$ cat src/rtl/uart_tx.sv
// UART transmitter with a one-word holding register and 16x-tick bit timing.
// Define UART_TX_PARITY_EN to add an even-parity bit after the data bits.
module uart_tx #(
    parameter int DATA_BITS = 8,
    parameter int STOP_BITS = 1
) (
    input  logic                 clk,
    input  logic                 rst,
    input  logic                 tick16,
    input  logic [DATA_BITS-1:0] in_data,
    input  logic                 in_valid,
    output logic                 in_ready,
    output logic                 tx,
    output logic                 busy,
    output logic                 tx_done
);

    localparam int CW = $clog2(DATA_BITS) + 1;

    typedef enum logic [2:0] {
        S_IDLE,
        S_START,
        S_DATA,
`ifdef UART_TX_PARITY_EN
        S_PARITY,
`endif
        S_STOP
    } state_t;

    state_t               state_q, state_d;
    logic [3:0]           sub_q, sub_d;
    logic [CW-1:0]        bitcnt_q, bitcnt_d;
    logic                 stopcnt_q, stopcnt_d;
    logic [DATA_BITS-1:0] shift_q, shift_d;
    logic [DATA_BITS-1:0] hold_q, hold_d;
    logic                 hold_full_q, hold_full_d;
    logic                 tx_q, tx_d;
    logic                 tx_done_q, tx_done_d;
`ifdef UART_TX_PARITY_EN
    logic                 parity_q, parity_d;
`endif

    logic accept;
    logic load;
    logic stop_last;

    assign accept    = in_valid && !hold_full_q;
    assign stop_last = (STOP_BITS == 2) ? stopcnt_q : 1'b1;

    // NOTE: every _d gets its current value first so no path leaves it unassigned (no latches).
    always_comb begin
        state_d     = state_q;
        sub_d       = sub_q;
        bitcnt_d    = bitcnt_q;
        stopcnt_d   = stopcnt_q;
        shift_d     = shift_q;
        hold_d      = hold_q;
        hold_full_d = hold_full_q;
        tx_d        = tx_q;
        tx_done_d   = 1'b0;
`ifdef UART_TX_PARITY_EN
        parity_d    = parity_q;
`endif
        load        = 1'b0;

        if (tick16) begin
            if (state_q != S_IDLE) begin
                sub_d = sub_q + 4'd1;
            end
            case (state_q)
                S_IDLE: begin
                    if (hold_full_q) begin
                        load    = 1'b1;
                        tx_d    = 1'b0;
                        sub_d   = 4'd0;
                        state_d = S_START;
                    end
                end
                S_START: begin
                    if (sub_q == 4'd15) begin
                        state_d  = S_DATA;
                        tx_d     = shift_q[0];
                        bitcnt_d = '0;
                    end
                end
                S_DATA: begin
                    if (sub_q == 4'd15) begin
                        if (bitcnt_q == CW'(DATA_BITS - 1)) begin
`ifdef UART_TX_PARITY_EN
                            state_d = S_PARITY;
                            tx_d    = parity_q;
`else
                            state_d   = S_STOP;
                            tx_d      = 1'b1;
                            stopcnt_d = 1'b0;
`endif
                        end else begin
                            shift_d  = shift_q >> 1;
                            bitcnt_d = bitcnt_q + CW'(1);
                            tx_d     = shift_q[1];
                        end
                    end
                end
`ifdef UART_TX_PARITY_EN
                S_PARITY: begin
                    if (sub_q == 4'd15) begin
                        state_d   = S_STOP;
                        tx_d      = 1'b1;
                        stopcnt_d = 1'b0;
                    end
                end
`endif
                S_STOP: begin
                    if (sub_q == 4'd15) begin
                        if (stop_last) begin
                            tx_done_d = 1'b1;
                            // A queued word starts immediately so frames abut with no idle gap.
                            if (hold_full_q) begin
                                load    = 1'b1;
                                tx_d    = 1'b0;
                                state_d = S_START;
                            end else begin
                                tx_d    = 1'b1;
                                state_d = S_IDLE;
                            end
                        end else begin
                            stopcnt_d = 1'b1;
                        end
                    end
                end
                default: state_d = S_IDLE;
            endcase
        end

        if (load) begin
            shift_d     = hold_q;
            hold_full_d = 1'b0;
`ifdef UART_TX_PARITY_EN
            parity_d    = ^hold_q;
`endif
        end
        if (accept) begin
            hold_d      = in_data;
            hold_full_d = 1'b1;
        end
    end

    // NOTE: state registers use non-blocking assignments so every flop samples pre-edge values.
    always_ff @(posedge clk or posedge rst) begin
        if (rst) begin
            state_q     <= S_IDLE;
            sub_q       <= 4'd0;
            bitcnt_q    <= '0;
            stopcnt_q   <= 1'b0;
            shift_q     <= '0;
            hold_q      <= '0;
            hold_full_q <= 1'b0;
            tx_q        <= 1'b1;
            tx_done_q   <= 1'b0;
`ifdef UART_TX_PARITY_EN
            parity_q    <= 1'b0;
`endif
        end else begin
            state_q     <= state_d;
            sub_q       <= sub_d;
            bitcnt_q    <= bitcnt_d;
            stopcnt_q   <= stopcnt_d;
            shift_q     <= shift_d;
            hold_q      <= hold_d;
            hold_full_q <= hold_full_d;
            tx_q        <= tx_d;
            tx_done_q   <= tx_done_d;
`ifdef UART_TX_PARITY_EN
            parity_q    <= parity_d;
`endif
        end
    end

    assign in_ready = !hold_full_q;
    assign tx       = tx_q;
    assign busy     = (state_q != S_IDLE);
    assign tx_done  = tx_done_q;

endmodule

$ cat config.mk
export PLATFORM = sky130hd
export DESIGN_NAME = uart_tx
export DESIGN_NICKNAME = d
export VERILOG_FILES = /design/src/rtl/uart_tx.sv
export SDC_FILE = /design/constraint.sdc
export NUM_CORES = 1
export LEC_CHECK = 0
export CORE_MARGIN = 1.5
export CORE_UTILIZATION = 25
export DETAILED_ROUTE_END_ITERATION = 8
export GPL_TIMING_DRIVEN = 0
export PLACE_DENSITY_LB_ADDON = 0.05
export SYNTH_ARGS = -nofsm -noshare
export SYNTH_HDL_FRONTEND = slang
export SYNTH_SLANG_ARGS = --single-unit
$ cat constraint.sdc
create_clock -name clk -period 1.8 [get_ports clk]
set_input_delay 0.18 -clock clk [delete_from_list [all_inputs] [get_ports clk]]
set_output_delay 0.18 -clock clk [all_outputs]
set_load 0.005 [all_outputs]
# Yosys cells after proc, flatten, opt, wreduce, memory -nomap -nowiden
# Index checks and enable logic that the tools add are counted.
[classes]
addsub = 2
n_eq_ne = 12
muxes = 35
n_reduce_logical = 14
[op_table]
columns = ["op", "n"]
rows = [
  ["8-bit 2-to-1 mux", 5],
  ["4-bit 2-to-1 mux", 6],
  ["1-bit 2-to-1 mux", 15],
  ["3-bit 2-to-1 mux", 5],
  ["2-bit inequality test (second input constant)", 7],
  ["3-bit case mux with 4 select lines", 1],
  ["6-bit AND reduction", 2],
  ["2-bit nonzero test", 5],
  ["4-bit by 1-bit adder with 4-bit output (second input constant)", 2],
  ["4-bit case mux with 2 select lines", 1],
  ["3-bit by 2-bit == test with 1-bit output (second input constant)", 2],
  ["5-bit AND reduction", 1],
  ["4-bit by 3-bit == test with 1-bit output (second input constant)", 1],
  ["4-bit == test (second input constant)", 1],
  ["1-bit case mux with 4 select lines", 1],
  ["4-bit AND reduction", 1],
  ["4-bit nonzero test", 1],
  ["3-bit by 1-bit == test with 1-bit output (second input constant)", 1],
  ["3-bit zero test", 1],
  ["3-bit nonzero test", 1],
  ["1-bit case mux with 2 select lines", 1],
  ["1-bit logical AND", 1],
  ["1-bit zero test", 1],
]
[totals]
register_bits = 30
in_bits = 12
output_inout_bits = 4
wordCells = 71

# Longest topological paths before layout
# Gate-level depths: netlist (run 1).
[depth]
depth_word = 6
depth_mapped = 8
mapped_depth_nobuf = 6

# Worst setup path before layout (run 1)
# No wires, ideal clock.
[synth_timing]
path_type = "register to register"
from = "register state_q[0]"
to = "register state_q[1]"
setup_time_ns = 0.125
arrival_time_ns = 1.600
t_required_ns = 1.675
setup_slack_ns = 0.075
path_stages_with_launch = 7
path_buffers = 0
period_less_slack_ns = 1.725
cell_sequence = "dfrtp_1 inv_1 ha_1 inv_1 o21ai_1 a211o_1 mux2_2"
[synth_between]
elab_chain_len = 3
elab_cells_between_ends = 11
cone_classes = "eq/ne (8); mux (1); reduce/logical (2)"
[synth_lines]
columns = ["item", "line_no", "source"]
rows = [
  ["start, declared", "30", "state_t state_q, state_d;"],
  ["start signal, assigned", "164", "state_q <= state_d;"],
  ["3-bit by 2-bit == test with 1-bit output (tied with other cells)", "70", "case (state_q)"],
  ["2-bit inequality test (no source line)", "-", ""],
  ["6-bit AND reduction (no source line)", "-", ""],
]
# Parallel ways exist; a longest one is shown, timed or not.
# A chain may end at the register's enable or synchronous reset.

# Worst setup path in the final report (run 1)
[layout_timing]
from = "register state_q[0]"
to = "register hold_full_q"
[layout_between]
elab_chain_len = 4
elab_cells_between_ends = 5
cone_classes = "eq/ne (1); mux (2); reduce/logical (2)"
[layout_lines]
columns = ["item", "line_no", "source"]
rows = [
  ["3-bit by 2-bit == test with 1-bit output or 3-bit zero test (tied branches)", "-", ""],
  ["1-bit case mux with 2 select lines *", "70", ""],
  ["1-bit 2-to-1 mux *", "66", "if (tick16) begin"],
  ["2-bit nonzero test (no source line) *", "-", ""],
  ["end signal, assigned", "170", "hold_full_q <= hold_full_d;"],
  ["end, declared", "36", "logic hold_full_q, hold_full_d;"],
]
# Every way passes the cells marked *; elsewhere a longest branch is shown, timed or not.

==> impl_metrics.csv, run 1 <==
group,metric,value,unit
clock_tree,cts_buffers,5,
logic_synthesis,synth_seq_area_share,50.1,%
placement,pre_cts_ws,-0.245,ns
setup_path,path_max_fanout,10,
logic_synthesis,netlist.area_leader.share,48.3,%
logic_synthesis,synth_edf_count,0,
hold_path,whs_endpoint,"hold_q[7]",
setup_path,cp_cell_sequence,"inv_1, ha_4, a41oi_1, or3_1, buf_6, buf_6, a21o_1",
setup_path,critPathSlowestCell,"dfrtp_1",
global_route,grt_pass1_vias,1135,
logic_synthesis,synth_cell_type_count,38,
hold_path,hold_depth,3,
sta,finalCritPeriodShare,96.1,%
logic_synthesis,synth_common_cells,"dfrtp_1 (28), nand2_1 (26), mux2_2 (8), o21ai_0 (8)",
setup_path,r2r_slack,0.07,ns
finish,fin_cells,241,
die,rows,27,
finish,area_delta_synth_final,29.7,%
finish,drive_gt1_share,19.5,%
setup_path,r2r-end,"hold_full_q",
sta,setup_viol,0,
pwr,cellPowerDensity,1580,nW/µm²
logic_synthesis,syn_inst,143,
sta,rsz0062_at_grt,"yes",
drt,drt_iter0_drc,41,
drt,viasPerCell,4.67,
logic_synthesis,synth_area_leader_cell,"dfrtp_1",
clock_tree,path_clk_slew,0.07,ns
hold_path,hp-class,"in -> reg",
global_route,grt_max_degree,30,
logic_synthesis,synth_area,1450,µm²
logic_synthesis,synth_area_leaders,"dfrtp_1 (48%), nand2_1 (6.7%), mux2_2 (6.2%)",
drt,ant_nets,0,
logic_synthesis,syn_nets,161,
clock_tree,clockBufferDepth,2,
pwr,p_total,0.00298,W
die,die_h,79.2,µm
setup_path,cp-end-kind,"register",
sta,slew_headroom,22.7,%
drt,post-route-drc-count,0,
setup_path,cpMostUsedCell,"buf_6",
clock_tree,numClockSinks,29,
drt,routedWlPerCell,13.2,µm
die,num_io_pins,16,
setup_path,worstPathRequired,1.98,ns
clock_tree,cts_hold_buf,0,
logic_synthesis,async_flop_share,100,%
clock_tree,cts_root_buf,"clkbuf_8",
logic_synthesis,synth_area_per_cell,10.1,µm²
clock_tree,htreeDepth,2,
sta,fmax,0.578,GHz
drt,totalWireLength,3180,µm
finish,design_area,1880,µm²
pwr,cellLeakagePower,0.809,nW
sta,skew,0.00773,ns
global_route,grt_first_pass_wirelength,5550,µm
logic_synthesis,synth_seq_cells,29,
sta,hold_viol_final,0,
placement,gp_congestion,0.730,
die,initial_core_util,26.2,%
logic_synthesis,synthFlopType,"dfrtp_1",
die,die_x,79.2,µm
die,core_area,5540,µm²
placement,placed_area,1690,µm²
die,die_area,6270,µm²
finish,final_core_util,34.0,%
setup_path,crit_path_max_incr_delay,0.40,ns
clock_tree,clk_latency,0.28,ns
setup_path,cp.arrival,1.91,ns
finish,layout.nets,186,
sta,worst_slew_pin_slew,1.16,ns
hold_path,hold_start,"in_data[7]",
finish,diodes,0,
sta,fin_ws,0.0704,ns
placement,hpwl,2200,µm
setup_path,crit_type,"reg -> reg",
logic_synthesis,synth_warnings,0,
finish,num-fill-cells,592,
placement,placed_cells,230,
setup_path,worstRegToRegCells,7,
setup_path,startpoint_type,"register",
drt,drtPass1Iterations,4,
sta,period_minus_slack,1.73,ns
flow_run,max_cap_viol_count,0,
global_route,antenna_found_initial,0,
sta,slew_viol_final,0,
setup_path,rr_startpoint,"state_q[0]",
placement,io_buffers,15,
drt,vias,1126,
pwr,ir_worst_vdd,0.468,mV
global_route,overflow,0,
clock_tree,cts_tree,"done",
global_route,grt_usage,11.7,%
status,status,"complete, no violations",
logic_synthesis,synth.most_common_cell,"dfrtp_1",
[report_power, final]
| part | switching [W] | internal [W] |
|---|---|---|
| sequential | 0.000210 | 0.000948 |
| clock | 0.000274 | 0.000450 |
| combinational | 0.000515 | 0.000582 |
| total | 0.000998 | 0.00198 |
[cell families after synthesis]
| kind of cell | count (synthesis) | synth area share [%] |
|---|---|---|
| AOI/OAI and AO/OA | 33 | 15.6 |
| buffers and inverters | 13 | 4.83 |
| adders and majority gates | 6 | 5.17 |
| DFF | 29 | 50.1 |
| and+or+nand+nor | 52 | 16.7 |
| muxes | 10 | 7.59 |
[placed cells by master (no fill, tap or decap), drive strengths merged, types with 7 or more instances in the layout]
master,count
nand2,26
buf,8
dfrtp,28
nor2,7
mux2,8
o21ai,10
clkdlybuf4s50,15
clkbuf,8
a31oi,8
nand3,7
[how the worst max path moves through the flow]
stage	depth (start not counted)	slack, ns	start	endpoint
after floorplan	6	0.08	state_q[0]	state_q[1]
after global placement	6	-0.20	state_q[0]	state_q[1]
after detailed placement	6	-0.25	state_q[0]	state_q[1]
after CTS	4	0.02	state_q[0]	busy
after global routing	6	-0.04	state_q[0]	state_q[1]
final	7	0.07	state_q[0]	hold_full_q
[metrics by stage]
step | hold slack, ns | setup TNS (ns)
3_5_place_dp | 0.501 | -0.985
2_1_floorplan | 0.257 | 0
4_1_cts | 0.446 | 0
3_3_place_gp | 0.493 | -0.661
6_report | 0.453 | 0
5_1_grt | 0.459 | -0.146
[layout make-up]
class / count / area, µm² / area share (%)
Clock buffer: 6 / 82.6 / 4.39
Clock inverter: 2 / 37.5 / 1.99
Buffer: 7 / 51.3 / 2.73
Sequential cell: 29 / 727 / 38.6
Inverter: 6 / 25.0 / 1.33
Timing Repair Buffer: 18 / 173 / 9.18
Tap cell: 72 / 90.1 / 4.79
Multi-Input combinational cell: 101 / 696 / 37.0
[registers in the layout, indices dropped and copies added, names as in the netlist]
| register | flops |
|---|---|
| bitcnt_q | 4 |
| hold_full_q | 1 |
| hold_q | 8 |
| shift_q | 8 |
| state_q | 2 |
| sub_q | 4 |
| tx | 1 |
| tx_done | 1 |
[per-layer routing]
metal  wire [µm]  up-vias  global-route usage (%)  part of all wire (%)
met3         113        5                    4.48                   3.6
met4          46        0                    4.74                   1.4
li1            -      560                       -                     -
met1        1550      542                    14.8                    49
met5           0        -                       0                     0
met2        1470       19                    17.7                    46
[critical path: cells and delay by family (launching register included)]
family                     cells  cell delay, ns
DFF                            1            0.40
buffers and inverters          3            0.43
AOI/OAI and AO/OA              2            0.22
adders and majority gates      1            0.20
and+or+nand+nor                1            0.38
[what timing repair did]
| action | CTS | global route |
|---|---|---|
| setup endpoints to repair | 6 | 12 |
| setup buffers | 2 | 1 |
| pin swaps | 0 | 0 |
| resized for setup | 4 | 8 |
Power figures use the tool's default switching activity.
==> run 2, diff against run 1 <==
- DONT_BUFFER_PORTS: default -> 1
==> run 2 against run 1 <==
Combinational power decreased by 11%. Core utilization decreased by 3.5 points. Fmax increased by 0.66%. Design area decreased by 10%. Total power decreased by 11%. Non-clock buffer count decreased by 16. Critical path type unchanged. Highest routed layer unchanged.
==> impl_metrics.csv, run 2 (synthesis gave the netlist of run 1 again) <==
group,metric,value,unit
clock_tree,cts_tree,"done",
clock_tree,cts_buffers,5,
drt,viasPerCell,4.69,
clock_tree,htreeDepth,2,
sta,rsz0062_at_grt,"yes",
setup_path,cp.arrival,1.89,ns
clock_tree,cts_root_buf,"clkbuf_8",
sta,hold_viol_final,0,
die,rows,27,
die,die_h,79.2,µm
pwr,cellLeakagePower,0.731,nW
placement,io_buffers,0,
drt,vias,1055,
placement,pre_cts_ws,-0.249,ns
setup_path,startpoint_type,"register",
sta,hold_slack,0.0279,ns
die,die_x,79.2,µm
sta,finalCritPeriodShare,95.5,%
drt,drtPass1Iterations,5,
sta,fin_ws,0.0817,ns
global_route,grt_pass1_vias,1135,
clock_tree,clockBufferDepth,2,
drt,ant_nets,0,
pwr,ir_worst_vdd,0.442,mV
sta,worst_slew_pin_slew,1.13,ns
setup_path,path_max_fanout,10,
die,core_area,5540,µm²
flow_run,max_cap_viol_count,0,
drt,post-route-drc-count,0,
finish,fin_cells,225,
sta,period_minus_slack,1.72,ns
status,status,"complete, no violations",
setup_path,worstPathRequired,1.97,ns
hold_path,hp-class,"in -> reg",
sta,slew_viol_final,0,
finish,area_delta_synth_final,16.3,%
finish,num-fill-cells,622,
clock_tree,cts_hold_buf,0,
drt,drt_iter0_drc,26,
pwr,cellPowerDensity,1570,nW/µm²
finish,drive_gt1_share,21.6,%
finish,layout.nets,170,
sta,slew_headroom,24.7,%
placement,hpwl,2180,µm
setup_path,cp-end-kind,"register",
global_route,overflow,0,
sta,fmax,0.582,GHz
drt,routedWlPerCell,14.0,µm
global_route,grt_max_degree,30,
finish,diodes,0,
sta,setup_viol,0,
die,initial_core_util,26.2,%
global_route,grt_first_pass_wirelength,5540,µm
finish,final_common_cell,"dfrtp_1",
finish,final_core_util,30.5,%
drt,totalWireLength,3150,µm
die,num_io_pins,16,
die,die_area,6270,µm²
global_route,grt_usage,11.7,%
finish,final_cell_mix,"dfrtp_1 (27), nand2_1 (26), o21ai_0 (8), mux2_2 (8)",
placement,placed_cells,215,
placement,gp_congestion,0.767,
setup_path,crit_type,"reg -> reg",
clock_tree,clk_latency,0.28,ns
clock_tree,numClockSinks,29,
global_route,antenna_found_initial,0,
finish,top_regs,"hold_q x8, shift_q x8",
clock_tree,path_clk_slew,0.06,ns
sta,skew,0.00368,ns
-- run 2: cell count changes in the layout (fill, tap and decap cells not counted), sizes merged --
cell,delta
buf,-1
clkinvlp,-1
clkdlybuf4s50,-15
clkinv,+2
bufinv,-1
-- run 2: layout make-up --
class	count	area, µm²	area share (%)
multi-input combinational	101	698	41.4
inverter	6	22.5	1.33
clock inverter	2	10.0	0.593
timing repair buffer	2	15.0	0.890
clock buffer	6	72.6	4.30
sequential	29	728	43.1
buffer	7	51.3	3.04
tap	72	90.1	5.34
-- run 2: worst max-delay path, stage by stage, from the launching register on --
cell and delay [ns]:
dfrtp_1 0.40, inv_1 0.15, ha_4 0.22, or3_1 0.38, buf_6 0.15, buf_6 0.14
a21o_1 0.17
-- run 2: per-stage QoR --
stage | total power (W) | instance area [µm²] | setup TNS, ns
2_1_floorplan | 0.00182 | 1450 | 0
3_3_place_gp | 0.00204 | 1540 | -0.489
3_5_place_dp | 0.00206 | 1540 | -0.465
4_1_cts | 0.00261 | 1640 | -0.0540
5_1_grt | 0.00290 | 1690 | -0.0501
6_report | 0.00266 | 1690 | 0
-- run 2: worst paths after layout --
path                                 start          end  slack [ns]  depth (start not counted)
worst min register to register   hold_q[4]    hold_q[4]        0.51                          1
max in group asynchronous              rst     sub_q[0]        0.96                          1
worst max-delay path            state_q[0]  hold_full_q        0.08                          6
worst min-delay path            in_data[7]    hold_q[7]        0.03                          2
worst max register to register  state_q[0]  hold_full_q        0.08                          6
min in group asynchronous              rst   shift_q[5]        0.09                          1
-- run 2: what timing repair did --
| action | in CTS | in global routing |
|---|---|---|
| gates resized for setup | 3 | 10 |
| pin swaps | 0 | 1 |
| setup buffers | 0 | 2 |
| setup endpoints to repair | 11 | 11 |
| cloned | 0 | 0 |
-- run 2: metal layers --
metal,wire [µm],GRT usage [%],vias to the layer above
met1,1470,14.0,512
met3,133,4.25,4
met5,0,0,-
li1,-,-,524
met2,1510,19.1,15
met4,40,4.74,0
-- run 2: where the power goes --
part	internal (W)	switching (W)	leakage [nW]	total (W)
logic	0.000481	0.000495	0.339	0.000976
registers	0.000951	0.000212	0.347	0.00116
clock network	0.000267	0.000249	0.0450	0.000516
